===== src/rtl/mult_pkg.sv =====
// mult_pkg: shared widths and FSM state type for the 8-bit shift-add multiplier
package mult_pkg;
  localparam int N_BITS = 8;
  localparam int CNT_W  = 3;
  typedef enum logic [1:0] {IDLE, CALC, DONE} estado_t;
endpackage


===== src/rtl/multiplicador_8bits_if.sv =====
// multiplicador_8bits_if: start/operand/result bundle between requester and multiplier
interface multiplicador_8bits_if;
  import mult_pkg::*;
  logic                  inicio;
  logic [N_BITS-1:0]     A;
  logic [N_BITS-1:0]     B;
  logic                  listo;
  logic                  valido;
  logic [2*N_BITS-1:0]   P;
  modport master (output inicio, A, B, input listo, valido, P);
  modport slave  (input inicio, A, B, output listo, valido, P);
endinterface


===== src/rtl/sumador_8bits.sv =====
// sumador_8bits: 8-bit ripple-carry adder built from full-adder cells
module sumador_8bits
  import mult_pkg::*;
(
  input  logic [N_BITS-1:0] a_i,
  input  logic [N_BITS-1:0] b_i,
  input  logic              ci_i,
  output logic [N_BITS-1:0] s_o,
  output logic              co_o
);
  logic [N_BITS:0] c;
  assign c[0] = ci_i;
  assign co_o = c[N_BITS];
  for (genvar i = 0; i < N_BITS; i++) begin : g_fa
    assign s_o[i]   = a_i[i] ^ b_i[i] ^ c[i];
    assign c[i+1]   = (a_i[i] & b_i[i]) | (c[i] & (a_i[i] ^ b_i[i]));
  end
endmodule


===== src/rtl/multiplicador_8bits.sv =====
// multiplicador_8bits: sequential shift-add 8x8 unsigned multiplier, 8 CALC cycles per product.
// Optional MULT_ZERO_BYPASS_EN: zero operands skip CALC and finish in one cycle.
module multiplicador_8bits
  import mult_pkg::*;
(
  input  logic                  clk,
  input  logic                  rst_n,
  multiplicador_8bits_if.slave  bus
);
  estado_t             st_q, st_d;
  logic [N_BITS-1:0]   m_q, m_d, q_q, q_d, acc_q, acc_d;
  logic [CNT_W-1:0]    cnt_q, cnt_d;
  logic [2*N_BITS-1:0] p_q, p_d;
  logic                valido_q, valido_d;
  logic [N_BITS-1:0]   addend, sum;
  logic                co;
  assign addend = q_q[0] ? m_q : '0;
  sumador_8bits u_sum (.a_i(acc_q), .b_i(addend), .ci_i(1'b0), .s_o(sum), .co_o(co));
  assign bus.listo  = (st_q == IDLE);
  assign bus.valido = valido_q;
  assign bus.P      = p_q;
  always_ff @(posedge clk or negedge rst_n) begin
    if (!rst_n) begin
      st_q     <= IDLE;
      m_q      <= '0;
      q_q      <= '0;
      acc_q    <= '0;
      cnt_q    <= '0;
      p_q      <= '0;
      valido_q <= 1'b0;
    end else begin
      st_q     <= st_d;
      m_q      <= m_d;
      q_q      <= q_d;
      acc_q    <= acc_d;
      cnt_q    <= cnt_d;
      p_q      <= p_d;
      valido_q <= valido_d;
    end
  end
  always_comb begin
    st_d     = st_q;
    m_d      = m_q;
    q_d      = q_q;
    acc_d    = acc_q;
    cnt_d    = cnt_q;
    p_d      = p_q;
    valido_d = 1'b0;
    case (st_q)
      IDLE: if (bus.inicio) begin
        m_d   = bus.A;
        q_d   = bus.B;
        acc_d = '0;
        cnt_d = '0;
        st_d  = CALC;
`ifdef MULT_ZERO_BYPASS_EN
        if (bus.A == '0 || bus.B == '0) begin
          st_d     = DONE;
          p_d      = '0;
          valido_d = 1'b1;
        end
`endif
      end
      CALC: begin
        // carry-out becomes the new MSB as {Co,sum,Q} shifts right by one
        acc_d = {co, sum[N_BITS-1:1]};
        q_d   = {sum[0], q_q[N_BITS-1:1]};
        cnt_d = cnt_q + 1'b1;
        if (cnt_q == CNT_W'(N_BITS - 1)) begin
          st_d     = DONE;
          p_d      = {co, sum, q_q[N_BITS-1:1]};
          valido_d = 1'b1;
        end
      end
      DONE:    st_d = IDLE;
      default: st_d = IDLE;
    endcase
  end
endmodule


===== src/flat_wrapper.sv =====
// flat-port wrapper written by rule: the top's interface ports become plain ports
module multiplicador_8bits_flat import mult_pkg::*;
  (clk, rst_n, bus_inicio, bus_A, bus_B, bus_listo, bus_valido, bus_P);
  multiplicador_8bits_if bus_i ();
  input  logic clk;
  input  logic rst_n;
  input wire logic [$bits(bus_i.inicio)-1:0] bus_inicio;
  input wire logic [$bits(bus_i.A)-1:0] bus_A;
  input wire logic [$bits(bus_i.B)-1:0] bus_B;
  output wire logic [$bits(bus_i.listo)-1:0] bus_listo;
  output wire logic [$bits(bus_i.valido)-1:0] bus_valido;
  output wire logic [$bits(bus_i.P)-1:0] bus_P;
  assign bus_i.inicio = bus_inicio;
  assign bus_i.A = bus_A;
  assign bus_i.B = bus_B;
  assign bus_listo = bus_i.listo;
  assign bus_valido = bus_i.valido;
  assign bus_P = bus_i.P;
  multiplicador_8bits u_core (.clk(clk), .rst_n(rst_n), .bus(bus_i));
endmodule

===== config.mk =====
export PLATFORM = sky130hd
export DESIGN_NAME = multiplicador_8bits_flat
export DESIGN_NICKNAME = d
export VERILOG_FILES = /design/src/rtl/mult_pkg.sv /design/src/rtl/multiplicador_8bits_if.sv /design/src/rtl/sumador_8bits.sv /design/src/rtl/multiplicador_8bits.sv /design/src/flat_wrapper.sv
export SDC_FILE = /design/constraint.sdc
export NUM_CORES = 1
export LEC_CHECK = 0
export CORE_AREA = 2 2 67 69
export DETAILED_ROUTE_END_ITERATION = 8
export DIE_AREA = 0 0 69 71
export PLACE_DENSITY = 0.78
export SLEW_MARGIN = 20
export SYNTH_ARGS = -nofsm -noshare
export SYNTH_HDL_FRONTEND = slang
export SYNTH_HIERARCHICAL = 1
export SYNTH_SLANG_ARGS = --single-unit

===== constraint.sdc =====
create_clock -name clk -period 5 [get_ports clk]
set_clock_uncertainty 0.1 [all_clocks]
set_input_delay 1 -clock clk [delete_from_list [all_inputs] [get_ports clk]]
set_output_delay 1 -clock clk [all_outputs]
set_load 0.02 [all_outputs]

==> results of run 1 <==
[cells by family after synthesis]
kind of cell,share of synthesized area [%]
flip-flops,56.5
buffers and inverters,3.81
AND/OR/NAND/NOR,5.16
other,0.184
AO/OA/AOI/OAI,12.0
adder cells (fa/ha/maj),9.08
multiplexers,13.3
[where the power goes]
group	switching [mW]	leakage (nW)	total, mW	internal (mW)
combinational	0.416	0.508	0.859	0.443
clock	0.115	0.0524	0.265	0.149
sequential	0.131	0.548	0.688	0.557
[area by class of cell]
class	count	area [sq um]	share of cell area (%)
clock buffer	7	76.3	3.00
multi-input combinational	89	810	31.8
sequential	46	1150	45.3
inverter	14	52.6	2.07
timing repair buffer	36	358	14.1
tap	52	65.1	2.56
clock inverter	1	30.0	1.18
[layer usage]
| layer | wire (microns) | up-vias | share of wire, % |
|---|---|---|---|
| met5 | 0 | - | 0 |
| met4 | 49 | 0 | 1.2 |
| met3 | 215 | 5 | 5.3 |
| met2 | 2030 | 40 | 50 |
| met1 | 1780 | 692 | 44 |
| li1 | - | 616 | - |
[sequential cells by signal (all words and copies together), names as in the netlist]
| name | count |
|---|---|
| u_core/q_q | 8 |
| u_core/bus.P | 16 |
| u_core/st_q | 2 |
| u_core/m_q | 8 |
| u_core/bus.valido | 1 |
| u_core/acc_q | 8 |
| u_core/cnt_q | 3 |
[cell usage in the layout, fill, tap and decap left out, drive strengths merged, types with 2 or more instances in the layout]
cell type	synthesis	routed
a21oi	9	9
fa	8	8
a22o	10	10
o22ai	16	16
dfrtp	46	46
clkdlybuf4s50	0	35
nor2	3	3
ha	2	2
and2	8	8
inv	13	13
nand2	2	2
nand2b	2	2
mux2	24	24
clkbuf	4	7
[worst min path at each step]
stage                                start                           to  depth (start not counted)
2_1_floorplan    u_core/m_q[3]$_DFFE_PN0P_    u_core/m_q[3]$_DFFE_PN0P_                          1
3_3_place_gp   u_core/bus.P[9]$_DFFE_PN0P_  u_core/bus.P[9]$_DFFE_PN0P_                          1
3_5_place_dp     u_core/m_q[3]$_DFFE_PN0P_    u_core/m_q[3]$_DFFE_PN0P_                          1
4_1_cts          u_core/m_q[3]$_DFFE_PN0P_    u_core/m_q[3]$_DFFE_PN0P_                          1
5_1_grt        u_core/bus.P[9]$_DFFE_PN0P_  u_core/bus.P[9]$_DFFE_PN0P_                          1
6_report         u_core/m_q[3]$_DFFE_PN0P_    u_core/m_q[3]$_DFFE_PN0P_                          1
==> summary.md, run 1 <==
| Metric | Value |
|---|---|
| Setup Buffers After CTS | `0` |
| Post-DP HPWL | `2.86 mm` |
| Dominant register cell in the synthesized netlist | `dfrtp_1` |
| Initial antenna violation count | `0` |
| CP startpoint kind | `register` |
| Slew @ Worst Pin | `0.867 ns` |
| Worst setup startpoint | `u_core/q_q[0]$_DFFE_PN0P_` |
| Root Driver | `clkbuf_8` |
| Worst Path Max Fanout | `10` |
| Final core utilization | `60.5%` |
| I/O Buffers | `36` |
| Initial Util | `48.5%` |
| Htree depth | `2` |
| Pre-antenna DRT Iters | `4` |
| Mapped cell area | `2040 sq um` |
| Vias in the first global route | `1439` |
| Final net count | `around 220` |
| Final period util | `84.7%` |
| Final TNS setup | `0 ns` |
| Largest net degree at the start of global routing | `47` |
| Pwr dens | `712 nW/um^2` |
| Unique masters post-synth | `24` |
| Warnings, synthesis | `6` |
| Maximum clock rate | `236 MHz` |
| Clock Sinks | `46` |
| Count leader, synth | `dfrtp_1` |
| Critical-path cell list | `and2_1 > fa_1 > inv_1 > fa_1 > inv_1 > fa_1 > fa_1 > fa_1 > fa_1 > fa_1 > inv_1 > fa_1 > inv_1 > a22o_1` |
| Number of synthesized flops with an enable pin | `0` |
| Setup WS post-layout | `between 0.7 and 0.8 ns` |
| Wire per inst | `16.6 microns` |
| Leak | `1.11 nW` |
| Vias | `1353` |
| Slew headroom | `42.0%` |
| Critical path type | `register to register` |
| Cell class contributing the biggest share of worst-path delay | `adder cells` |
| Post-layout minimum cycle time | `between 4 and 5 ns` |
| Synth area leader | `dfrtp_1` |
| Met1 usage | `22.9%` |
| Met2 Usage GRT | `between 20% and 30%` |
| Met3 GRT Util | `approximately 5.1%` |
| Syn_nets | `184` |
| Fraction of layout cells with a size suffix above 1 | `11.4%` |
| Critical path depth in cells | `14` |
| Die H | `71 microns` |
| Max Root-Sink Buffers | `2` |
| Routability cong. | `0.769` |
| Yosys top cell area share | `56.5%` |
| Top cells by area, synth | `dfrtp_1, fa_1, mux2_1, mux2_2, o22ai_1` |
| CP max-delay cell | `dfrtp_1` |
| Ant diodes | `0` |
| Pre-CTS setup slack | `0.848 ns` |
| GR Overflow Total | `0` |
| Post-Route WL | `between 4 and 5 mm` |
| Cell row count | `24` |
| Slew Limit Fails | `0` |
| CTS tree | `done` |
| IO Pins | `37` |
| Worst Hold Class | `register to register` |
| Endpoints failing hold | `0` |
| End point of the critical path | `u_core/acc_q[6]$_DFFE_PN0P_` |
| Die Width | `69 microns` |
| Initial DRC count | `roughly 120` |
| Tot Pwr | `1.81 mW` |
| DRC errors left | `0` |
| Clk_lat worst skew | `0.30 ns` |
| Sequential area share after synthesis | `56.5%` |
| CP Buf/Inv Count | `4` |
| Filler Cells Inserted | `340` |
| Post-synthesis average cell area | `13.1 sq um` |
| Die area | `4900 sq um` |
| Placed cell count | `237` |
| Dpl cell area | `2430 sq um` |
| Final setup vio count | `0` |
| Cell Count, Final, Fillers Out | `245` |
| Synth cell count leaders | `dfrtp_1, o22ai_1, inv_1, mux2_1, mux2_2` |
| Post-CTS sizing | `0` |
| Hold slack | `between 0.3 and 0.4 ns` |
| Grt peak-use layer | `met2` |
| CP arrival | `around 4.4 ns` |
| Antenna Nets Post-Route | `0` |
| Core footprint | `roughly 4200 sq um` |
| Vias per std cell | `5.52` |
| Global-route wire length before repair | `6.88 mm` |
| VDD IR max | `between 200 and 300 uV` |
| Worst-path clk slew | `0.08 ns` |
| Max_cap viols | `0` |
| Worst r2r src | `u_core/q_q[0]$_DFFE_PN0P_` |
| Worst R2R Setup Slack | `0.77 ns` |
| Unrepaired setup endpoints after global routing | `no` |
| GRT Total Usage | `18.0%` |
| Mapped Cells | `155` |
| Reg-to-reg endpoint | `u_core/acc_q[6]$_DFFE_PN0P_` |
| Slowest stage delay, CP | `between 0.4 and 0.5 ns` |
| FFs w/ async S/R, synth | `100%` |
| Worst-case reg-to-reg path depth | `14` |
| Worst EP required | `5.13 ns` |
| TritonCTS Buffers | `5` |
| Most frequent CP cell | `fa_1` |
| P&R area growth vs syn | `24.7%` |
| # hold bufs at CTS | `0` |
| Design area | `~2500 sq um` |
| Status | `finished clean` |
| FF+latch count, synth | `46` |
| Crit. End Element | `register` |
No activity file was read; power rests on OpenSTA's default activity.
==> inputs of run 2 (changes only) <==
==> constraint.sdc (replaced) <==
create_clock -name clk -period 4.4 [get_ports clk]
set_clock_uncertainty 0.1 [all_clocks]
set_input_delay 0.88 -clock clk [delete_from_list [all_inputs] [get_ports clk]]
set_output_delay 0.88 -clock clk [all_outputs]
set_load 0.02 [all_outputs]
==> run 2 against run 1 <==
- combinational power up 13%
- fmax up 6.8%
- routed wire length down 7.4%
- register-to-register slack worse by 0.33 ns
- critical path depth unchanged
- design area down 0.79%
- largest power group unchanged
- global-route usage down 1.1 points
==> summary.md, run 2 (synthesized netlist as in run 1, its figures left out) <==
| Metric | Value |
|---|---|
| Final setup vio count | `0` |
| Status | `finished clean` |
| Worst setup startpoint | `u_core/m_q[0]$_DFFE_PN0P_` |
| Worst r2r src | `u_core/m_q[0]$_DFFE_PN0P_` |
| Pre-antenna DRT Iters | `4` |
| VDD IR max | `325 uV` |
| I/O Buffers | `36` |
| Slew headroom | `between 40% and 50%` |
| Htree depth | `2` |
| Global-route wire length before repair | `~6.4 mm` |
| Slew Limit Fails | `0` |
| Worst-case reg-to-reg path depth | `14` |
| Post-layout minimum cycle time | `3.96 ns` |
| Die area | `4900 sq um` |
| Wire per inst | `roughly 15 microns` |
| Die H | `slightly above 70 microns` |
| TritonCTS Buffers | `5` |
| Die Width | `69 microns` |
| Vias per std cell | `5.41` |
| Endpoints failing hold | `0` |
| Clock Sinks | `46` |
| Post-Route WL | `3.78 mm` |
| Final period util | `between 90 and 100%` |
| Largest net degree at the start of global routing | `47` |
| P&R area growth vs syn | `23.8%` |
| Post-DP HPWL | `2.70 mm` |
| Max Root-Sink Buffers | `2` |
| Initial antenna violation count | `0` |
| GR Overflow Total | `0` |
| Filler Cells Inserted | `328` |
| Clk_lat worst skew | `0.29 ns` |
| Slew @ Worst Pin | `0.824 ns` |
| Pwr dens | `just under 800 nW/um^2` |
| Worst Path Max Fanout | `2` |
| Maximum clock rate | `252 MHz` |
| Unrepaired setup endpoints after global routing | `no` |
| Antenna Nets Post-Route | `0` |
| Final net count | `222` |
| HP Start | `u_core/bus.P[9]$_DFFE_PN0P_` |
| Fraction of layout cells with a size suffix above 1 | `12.4%` |
| Critical path type | `register to register` |
| Root Driver | `clkbuf_8` |
| IO Pins | `37` |
| Max_cap viols | `0` |
| # hold bufs at CTS | `0` |
| Tot Pwr | `1.97 mW` |
| Crit. End Element | `register` |
| Routability cong. | `between 0.7 and 0.8` |
| Max reg flops | `16` |
| Cell row count | `24` |
| GRT Total Usage | `16.9%` |
| Initial Util | `48.5%` |
| Leak | `1.10 nW` |
| Core footprint | `4200 sq um` |
| Placed cell count | `approximately 240` |
| Commonest cells after routing, fill and taps aside | `dfrtp_1, clkdlybuf4s50_1, o22ai_1` |
| Post-CTS sizing | `0` |
| Vias in the first global route | `between 1000 and 1500` |
| Worst R2R Setup Slack | `0.44 ns` |
| WHS Endpoint | `u_core/bus.P[9]$_DFFE_PN0P_` |
| Final TNS setup | `0 ns` |
| Setup Buffers After CTS | `0` |
| CP startpoint kind | `register` |
| CTS tree | `done` |
| Worst Hold Depth | `1` |
| Initial DRC count | `104` |
| CP arrival | `4.10 ns` |
| Most common cell after layout, fill and taps aside | `dfrtp_1` |
| Reg-to-reg endpoint | `u_core/acc_q[6]$_DFFE_PN0P_` |
| Ant diodes | `0` |
| Cell Count, Final, Fillers Out | `245` |
| DRC errors left | `0` |
| Worst Hold Class | `register to register` |
| Worst EP required | `4.53 ns` |
| Vias | `~1300` |
| Worst-path clk slew | `approximately 0.080 ns` |
run 2: how the worst max path moves through the flow:
stage | end | slack (ns) | cells after the start
floorplan | u_core/acc_q[6]$_DFFE_PN0P_ | 0.53 | 14
finish | u_core/acc_q[6]$_DFFE_PN0P_ | 0.44 | 14
detailed placement | u_core/acc_q[6]$_DFFE_PN0P_ | 0.43 | 14
global route | u_core/bus.P[14]$_DFFE_PN0P_ | 0.25 | 14
global placement | u_core/acc_q[6]$_DFFE_PN0P_ | 0.51 | 14
CTS | u_core/acc_q[6]$_DFFE_PN0P_ | 0.42 | 14
run 2: final cells by class:
type                       instances  area (sq um)  share of cell area (%)
clock buffer                       5          68.8                    2.73
timing repair buffer              37           365                    14.5
sequential                        46          1150                    45.6
tap                               52          65.1                    2.58
multi-input combinational         89           810                    32.1
clock inverter                     2          10.0                   0.397
inverter                          14          52.6                    2.08
run 2: where the power goes:
| part | total (mW) | switching [mW] | internal (mW) |
|---|---|---|---|
| Combinational | 0.969 | 0.466 | 0.504 |
| Clock | 0.236 | 0.129 | 0.107 |
| Sequential | 0.770 | 0.136 | 0.633 |
run 2: worst max-delay path, stage by stage, from the launching register on:
cell,delay [ns]
dfrtp_1,0.38
and2_1,0.17
fa_1,0.39
inv_1,0.08
fa_1,0.16
inv_1,0.05
fa_1,0.37
fa_1,0.39
fa_1,0.39
fa_1,0.39
fa_1,0.37
inv_1,0.08
fa_1,0.40
inv_1,0.07
a22o_1,0.12
run 2: metal layers:
layer	up-vias	routed length, microns	global-route usage (%)
li1	610	-	-
met1	660	1630	22.0
met2	51	1840	27.2
met3	5	257	5.56
met4	0	51	5.23
met5	-	0	0
run 2: per-stage QoR:
step                      hold WS (ns)  setup slack (ns)  cell area, sq um  util (%)
after floorplan                  0.350             0.530              2040         -
after global placement           0.372             0.513              2440      58.1
after detailed placement         0.379             0.431              2440      58.1
after CTS                        0.397             0.423              2520      59.9
after global routing             0.417             0.251              2520      60.0
final                            0.388             0.437              2520      60.0
==> inputs of run 3 (changes only) <==
--- a/config.mk
+++ b/config.mk
@@ -5,6 +5,7 @@
 export SDC_FILE = /design/constraint.sdc
 export NUM_CORES = 1
 export LEC_CHECK = 0
+export CAP_MARGIN = 10
 export CORE_AREA = 2 2 67 69
 export DETAILED_ROUTE_END_ITERATION = 8
 export DIE_AREA = 0 0 69 71
==> results of run 3 <==
The final DEF is identical to that of run 2; final timing and power are the same.
